File: src/rtl/adpll_pkg.sv
// Shared widths, gain-state type and the saturating integrator adder for the
// ADPLL loop filter.
package adpll_pkg;

  localparam int PE_W   = 10;
  localparam int CTRL_W = 12;
  localparam int ACC_W  = 18;
  localparam int ERR_W  = PE_W + 1;
  // Sum path is wide enough to hold the integrator plus shifted error unclamped.
  localparam int SUM_W  = ACC_W + 2;

  typedef enum logic {
    ACQUIRE = 1'b0,
    TRACK   = 1'b1
  } lock_state_e;

  typedef struct packed {
    logic                    clamped;
    logic signed [ACC_W-1:0] value;
  } sat_acc_t;

  function automatic sat_acc_t sat_add(
    input logic signed [ACC_W-1:0] acc,
    input logic signed [ERR_W-1:0] err
  );
    logic signed [ACC_W:0] wide;
    sat_acc_t              res;
    wide = {acc[ACC_W-1], acc} + {{(ACC_W + 1 - ERR_W){err[ERR_W-1]}}, err};
    res.clamped = 1'b0;
    res.value   = wide[ACC_W-1:0];
    // Top two bits disagree only when the true sum left the ACC_W range.
    if (wide[ACC_W] != wide[ACC_W-1]) begin
      res.clamped = 1'b1;
      res.value   = wide[ACC_W] ? {1'b1, {(ACC_W-1){1'b0}}} : {1'b0, {(ACC_W-1){1'b1}}};
    end
    return res;
  endfunction

endpackage

File: src/rtl/adpll_lock_det.sv
// Lock detector: counts consecutive small-error samples to enter TRACK and
// drops back to ACQUIRE on any large error. gain_sel_o is the FSM state.
module adpll_lock_det
  import adpll_pkg::*;
#(
  parameter int LOCK_TOL   = 4,
  parameter int LOCK_CNT   = 16,
  parameter int UNLOCK_TOL = 32
) (
  input  logic                    clk,
  input  logic                    reset,
  input  logic signed [ERR_W-1:0] err_i,
  input  logic                    strobe_i,
  output logic                    locked_o,
  output lock_state_e             gain_sel_o
);

  localparam int CNT_W = $clog2(LOCK_CNT + 1);

  lock_state_e      state_q, state_d;
  logic [CNT_W-1:0] cnt_q, cnt_d;
  logic [ERR_W-1:0] mag;

  // |err| fits unsigned in ERR_W bits, including the most negative value.
  assign mag = err_i[ERR_W-1] ? ERR_W'(-err_i) : ERR_W'(err_i);

  always_comb begin
    state_d = state_q;
    cnt_d   = cnt_q;
    if (strobe_i) begin
      case (state_q)
        ACQUIRE: begin
          if (mag <= ERR_W'(LOCK_TOL)) begin
            cnt_d = cnt_q + CNT_W'(1);
            if (cnt_d == CNT_W'(LOCK_CNT)) begin
              state_d = TRACK;
              cnt_d   = '0;
            end
          end else begin
            cnt_d = '0;
          end
        end
        TRACK: begin
          if (mag > ERR_W'(UNLOCK_TOL)) begin
            state_d = ACQUIRE;
            cnt_d   = '0;
          end
        end
        default: begin
          state_d = ACQUIRE;
          cnt_d   = '0;
        end
      endcase
    end
  end

  always_ff @(posedge clk) begin
    if (reset) begin
      state_q <= ACQUIRE;
      cnt_q   <= '0;
    end else begin
      state_q <= state_d;
      cnt_q   <= cnt_d;
    end
  end

  assign locked_o   = (state_q == TRACK);
  assign gain_sel_o = state_q;

endmodule

File: src/rtl/adpll_loop_filter.sv
// PI loop filter: TDC phase error in, DCO tuning word out, three register
// stages (capture, integrate, sum/clamp) with gains scheduled by lock state.
module adpll_loop_filter
  import adpll_pkg::*;
#(
  parameter int PHASE_TARGET = 512,
  parameter int DCO_MID      = 2048,
  parameter int KP_ACQ       = 4,
  parameter int KI_ACQ       = 4,
  parameter int KP_TRK       = 2,
  parameter int KI_TRK       = 8,
  parameter int LOCK_TOL     = 4,
  parameter int LOCK_CNT     = 16,
  parameter int UNLOCK_TOL   = 32
) (
  input  logic              ref_clk,
  input  logic              reset,
  input  logic [PE_W-1:0]   phase_error,
  input  logic              pe_valid,
  input  logic              freeze,
  output logic [CTRL_W-1:0] dco_ctrl,
  output logic              ctrl_valid,
  output logic              locked,
  output logic              sat
);

  localparam logic signed [SUM_W-1:0] CTRL_MAX = SUM_W'((1 << CTRL_W) - 1);
  localparam logic signed [SUM_W-1:0] MID_W    = SUM_W'(DCO_MID);

  // Stage 0: captured sample.
  logic            s0_valid_q;
  logic [PE_W-1:0] s0_pe_q;

  // Stage 1: error, integrator and the gain chosen for this sample.
  logic                    s1_valid_q;
  logic signed [ERR_W-1:0] s1_err_q;
  lock_state_e             s1_gain_q;
  logic                    s1_iclamp_q;
  logic signed [ACC_W-1:0] integ_q;

  // Stage 2: outputs.
  logic [CTRL_W-1:0] dco_q;
  logic              ctrl_valid_q;
  logic              locked_q;
  logic              sat_q;

  logic signed [ERR_W-1:0] err_s0;
  sat_acc_t                integ_next;
  logic                    det_locked;
  lock_state_e             det_gain;

  logic signed [SUM_W-1:0] err_ext;
  logic signed [ACC_W-1:0] i_shift;
  logic signed [SUM_W-1:0] p_term;
  logic signed [SUM_W-1:0] i_term;
  logic signed [SUM_W-1:0] dco_sum;
  logic [CTRL_W-1:0]       dco_d;
  logic                    oclamp_d;

  assign err_s0     = $signed({1'b0, s0_pe_q}) - $signed(ERR_W'(PHASE_TARGET));
  assign integ_next = sat_add(integ_q, err_s0);

  adpll_lock_det #(
    .LOCK_TOL  (LOCK_TOL),
    .LOCK_CNT  (LOCK_CNT),
    .UNLOCK_TOL(UNLOCK_TOL)
  ) u_lock_det (
    .clk       (ref_clk),
    .reset     (reset),
    .err_i     (err_s0),
    .strobe_i  (s0_valid_q),
    .locked_o  (det_locked),
    .gain_sel_o(det_gain)
  );

  always_ff @(posedge ref_clk) begin
    if (reset) begin
      s0_valid_q <= 1'b0;
      s0_pe_q    <= '0;
    end else begin
      s0_valid_q <= pe_valid & ~freeze;
      if (pe_valid && !freeze) s0_pe_q <= phase_error;
    end
  end

  // The lock detector updates on this same edge, so det_gain here is still
  // the state that was current when this sample was accepted.
  always_ff @(posedge ref_clk) begin
    if (reset) begin
      s1_valid_q  <= 1'b0;
      s1_err_q    <= '0;
      s1_gain_q   <= ACQUIRE;
      s1_iclamp_q <= 1'b0;
      integ_q     <= '0;
    end else begin
      s1_valid_q <= s0_valid_q;
      if (s0_valid_q) begin
        s1_err_q    <= err_s0;
        s1_gain_q   <= det_gain;
        s1_iclamp_q <= integ_next.clamped;
        integ_q     <= integ_next.value;
      end
    end
  end

  always_comb begin
    err_ext = {{(SUM_W - ERR_W){s1_err_q[ERR_W-1]}}, s1_err_q};
    if (s1_gain_q == TRACK) begin
      p_term  = err_ext <<< KP_TRK;
      i_shift = integ_q >>> KI_TRK;
    end else begin
      p_term  = err_ext <<< KP_ACQ;
      i_shift = integ_q >>> KI_ACQ;
    end
    i_term  = {{(SUM_W - ACC_W){i_shift[ACC_W-1]}}, i_shift};
    dco_sum = MID_W + p_term + i_term;
    dco_d    = dco_sum[CTRL_W-1:0];
    oclamp_d = 1'b0;
    if (dco_sum[SUM_W-1]) begin
      dco_d    = '0;
      oclamp_d = 1'b1;
    end else if (dco_sum > CTRL_MAX) begin
      dco_d    = '1;
      oclamp_d = 1'b1;
    end
  end

  // locked is registered with the update so it reflects the state after
  // the sample whose tuning word is being presented.
  always_ff @(posedge ref_clk) begin
    if (reset) begin
      dco_q        <= CTRL_W'(DCO_MID);
      ctrl_valid_q <= 1'b0;
      locked_q     <= 1'b0;
      sat_q        <= 1'b0;
    end else begin
      ctrl_valid_q <= s1_valid_q;
      if (s1_valid_q) begin
        dco_q    <= dco_d;
        sat_q    <= oclamp_d | s1_iclamp_q;
        locked_q <= det_locked;
      end
    end
  end

  assign dco_ctrl   = dco_q;
  assign ctrl_valid = ctrl_valid_q;
  assign locked     = locked_q;
  assign sat        = sat_q;

endmodule

File: config.mk
export PLATFORM = sky130hd
export DESIGN_NAME = adpll_loop_filter
export DESIGN_NICKNAME = d
export VERILOG_FILES = /design/src/rtl/adpll_pkg.sv /design/src/rtl/adpll_lock_det.sv /design/src/rtl/adpll_loop_filter.sv
export SDC_FILE = /design/constraint.sdc
export NUM_CORES = 1
export LEC_CHECK = 0
export ABC_AREA = 0
export BUFFER_PORTS_ARGS = -buffer_cell sky130_fd_sc_hd__buf_2
export CAP_MARGIN = 20
export CORE_MARGIN = 1.5
export CORE_UTILIZATION = 24
export CTS_CLUSTER_DIAMETER = 200
export DETAILED_ROUTE_END_ITERATION = 8
export GPL_ROUTABILITY_DRIVEN = 0
export HOLD_SLACK_MARGIN = 0.12
export PLACE_DENSITY_LB_ADDON = 0.15
export SKIP_LAST_GASP = 1
export SLEW_MARGIN = 10
export SYNTH_ARGS = -nofsm -noshare
export SYNTH_HDL_FRONTEND = slang
export SYNTH_HIERARCHICAL = 1
export SYNTH_SLANG_ARGS = --single-unit
File: constraint.sdc
create_clock -name ref_clk -period 5.3 [get_ports ref_clk]
set_input_delay 0.53 -clock ref_clk [delete_from_list [all_inputs] [get_ports ref_clk]]
set_output_delay 0.53 -clock ref_clk [all_outputs]
set_load 0.03 [all_outputs]
==> impl_metrics.json <==
{
  "hold_violations": 0,
  "ys_ff_latch": 63,
  "cts_tree": "yes",
  "finalCritPeriodShare_pct": 81.0,
  "vias": 4192,
  "fillers": 2123,
  "arrival_ns": 4.50,
  "synth_fp_nets": 642,
  "place_hpwl_microns": 9580,
  "synth_area_leaders": "dfxtp_1, ha_1, nor2_1",
  "hold_class": "input port to flip-flop",
  "grt-ovfl-total": 0,
  "async_flop_share_pct": 0,
  "fin_tns_setup_ns": 0,
  "cp_data_required_time_ns": 5.50,
  "diodes": 0,
  "numCtsBuffers": 9,
  "wirelength_microns": 13000,
  "cpPeakStageDelay_ns": 0.95,
  "fin_cells": 867,
  "status": "finished, final reports clean",
  "synth_area_sq_mm": 0.00479,
  "rsz0062_at_grt": "false",
  "critPathLaunch": "s1_gain_q$_SDFFE_PP0P_",
  "cp_top_family": "compound AO/OA/AOI/OAI gates",
  "powerDensity_mw_per_mm2": 292,
  "ys_types": 76,
  "maxCapViolCount": 0,
  "grt_max_degree": 45,
  "critPathKind": "flip-flop to flip-flop",
  "path_cells": "mux2_2 > ha_1 > ha_1 > a211oi_1 > nor2_1 > o41ai_1 > o22ai_1 > o311ai_0 > nand4_1 > nor2_1 > a22oi_1",
  "fmax_mhz": 233,
  "synth_edf_count": 0,
  "fin_nets": 658,
  "initial_core_util_pct": 24.5,
  "period_needed_ns": 4.29,
  "clock-skew-final_ns": 0.00906,
  "yosysTopAreaCellShare_pct": 26.3,
  "cts_hold_buf": 0,
  "routedWlPerCell_microns": 15.0,
  "clock_sinks": 63,
  "fp-row-count": 51,
  "fp.dieW_microns": 144,
  "grt_pass1_vias": 3903,
  "rr_startpoint": "s1_gain_q$_SDFFE_PP0P_",
  "critPathLaunchType": "flip-flop",
  "final_cell_mix": "dfxtp_1, nor2_1, nand2_1",
  "cts_resized": 0,
  "dp.cells": 851,
  "final_util_pct": 28.0,
  "peakVddDrop_mv": 0.147,
  "setup_violations": 0,
  "avgViaCountPerCell": 4.84,
  "portBuffers": 28,
  "htree_levels": 3,
  "grt_first_pass_wirelength_microns": 21000,
  "synth_seq_area_share_pct": 26.3,
  "whs_ns": 0.425,
  "leakage_nw": 2.21,
  "area_delta_synth_final_pct": 14.2,
  "clock-root-buffer": "clkbuf_16",
  "worstPathMaxFanout": 28,
  "ys_warn_count": 6,
  "drc_errors": 0,
  "synth_top_area_cell": "dfxtp_1",
  "slowest_stage": "dfxtp_1",
  "first_iter_violations": 254,
  "clock_latency_ns": 0.35,
  "firstDrtPassIters": 5,
  "dominantRegCellSynth": "dfxtp_1",
  "holdCritStartpoint": "phase_error[8]",
  "antenna_found_initial": 0,
  "clk_pin_slew_worst_paths_ns": 0.06,
  "die_area_sq_mm": 0.0208,
  "postCtsSetupRepairBufs": 0,
  "final_common_cell": "dfxtp_1",
  "coreArea_sq_mm": 0.0195,
  "syn_inst": 581,
  "tightestPinTransition_ns": 1.01,
  "drive_gt1_share_pct": 14.8,
  "max-slew-margin-rel_pct": 32.5,
  "grt_usage_pct": 13.2,
  "drv_slew": 0,
  "endpoint_kind": "flip-flop",
  "postRouteAntennaNets": 0,
  "die_h_microns": 144,
  "pin_count": 29,
  "synth.avg_cell_area_sq_um": 8.25,
  "path_buf_inv": 0,
  "clockBufferDepth": 2
}
flip-flops by register name, summed over array words and instances, names as in the netlist:
| name | count |
|---|---|
| ctrl_valid | 1 |
| dco_ctrl | 12 |
| integ_q | 18 |
| locked | 1 |
| s0_pe_q | 10 |
| s0_valid_q | 1 |
| s1_err_q | 10 |
| s1_gain_q | 1 |
| s1_iclamp_q | 1 |
| s1_valid_q | 1 |
| sat | 1 |
| u_lock_det/cnt_q | 5 |
| u_lock_det/gain_sel_o | 1 |
stage by stage:
step                      total power, mW  area [sq um]  worst slack [ns]
final                                1.60          5470              1.01
after global routing                 1.69          5470             0.643
after CTS                            1.62          5470             0.983
after detailed placement            0.942          5150             0.989
after global placement              0.941          5150              1.09
after floorplan                     0.852          4790              1.55
worst reg2reg max path, cell delays in order (launching register included):
cell and delay (ns):
dfxtp_1 0.95, mux2_2 0.43, ha_1 0.35, ha_1 0.33, a211oi_1 0.23, nor2_1 0.12, o41ai_1 0.27, o22ai_1 0.21
o311ai_0 0.34, nand4_1 0.31, nor2_1 0.48, a22oi_1 0.14
routing by layer:
layer / vias up / GRT usage, % / routed length (microns)
met5: - / 0 / 0
met2: 65 / 19.0 / 5510
met1: 1942 / 19.0 / 6880
met3: 20 / 2.72 / 392
met4: 0 / 5.05 / 260
li1: 2165 / - / -
report_power, final:
group          switching, mW  internal (mW)  leakage [nW]  total [mW]
Clock                  0.249          0.417         0.157       0.666
Combinational          0.249          0.157          1.54       0.406
Sequential            0.0312          0.494         0.513       0.525
Total                  0.529           1.07          2.21        1.60
Yosys cell counts (3+ instances only):
library cell,instances
dfxtp_1,63
nor2_1,58
nand2_1,56
ha_1,45
a21oi_1,42
o21ai_0,35
inv_1,23
mux2_2,17
mux2i_1,16
a211oi_1,15
clkbuf_1,15
nand3_1,15
nor3_1,13
nor2b_1,12
xnor2_1,11
a21o_1,9
a22oi_1,8
a311oi_1,8
and2_1,6
xor2_1,6
nand2b_1,5
o211ai_1,5
a31oi_1,4
and3_1,4
buf_4,4
buf_6,4
nand4_1,4
nor3b_1,4
or3_1,4
a21boi_0,3
a221oi_1,3
a22o_1,3
a41oi_1,3
buf_2,3
o21a_1,3
o22ai_1,3
o2bb2ai_1,3
worst paths after layout:
check,endpoint,slack (ns),cells after the start
worst max-delay path,dco_ctrl[0]$_SDFFE_PP0P_,1.01,11
worst min-delay path,s0_pe_q[8]$_SDFFE_PP0P_,0.43,3
worst max register to register,dco_ctrl[0]$_SDFFE_PP0P_,1.01,11
worst min register to register,dco_ctrl[9]$_SDFFE_PP0P_,0.46,2
final cells by class:
type	instances	area, sq um	area share [%]
Clock buffer	9	225	4.11
Clock inverter	7	103	1.87
Inverter	23	86.3	1.58
Multi-Input combinational cell	468	3300	60.2
Sequential cell	63	1260	23.1
Tap cell	265	332	6.06
Timing Repair Buffer	32	170	3.11
cells by family after synthesis:
logic type / synth area share [%]
adder cells (fa/ha/maj): 13.0
XOR/XNOR: 4.02
AO/OA/AOI/OAI: 23.7
buffers and inverters: 4.93
multiplexers: 7.33
flip-flops: 26.3
AND/OR/NAND/NOR: 20.7
Note: power is estimated with default switching activity, not from simulation.
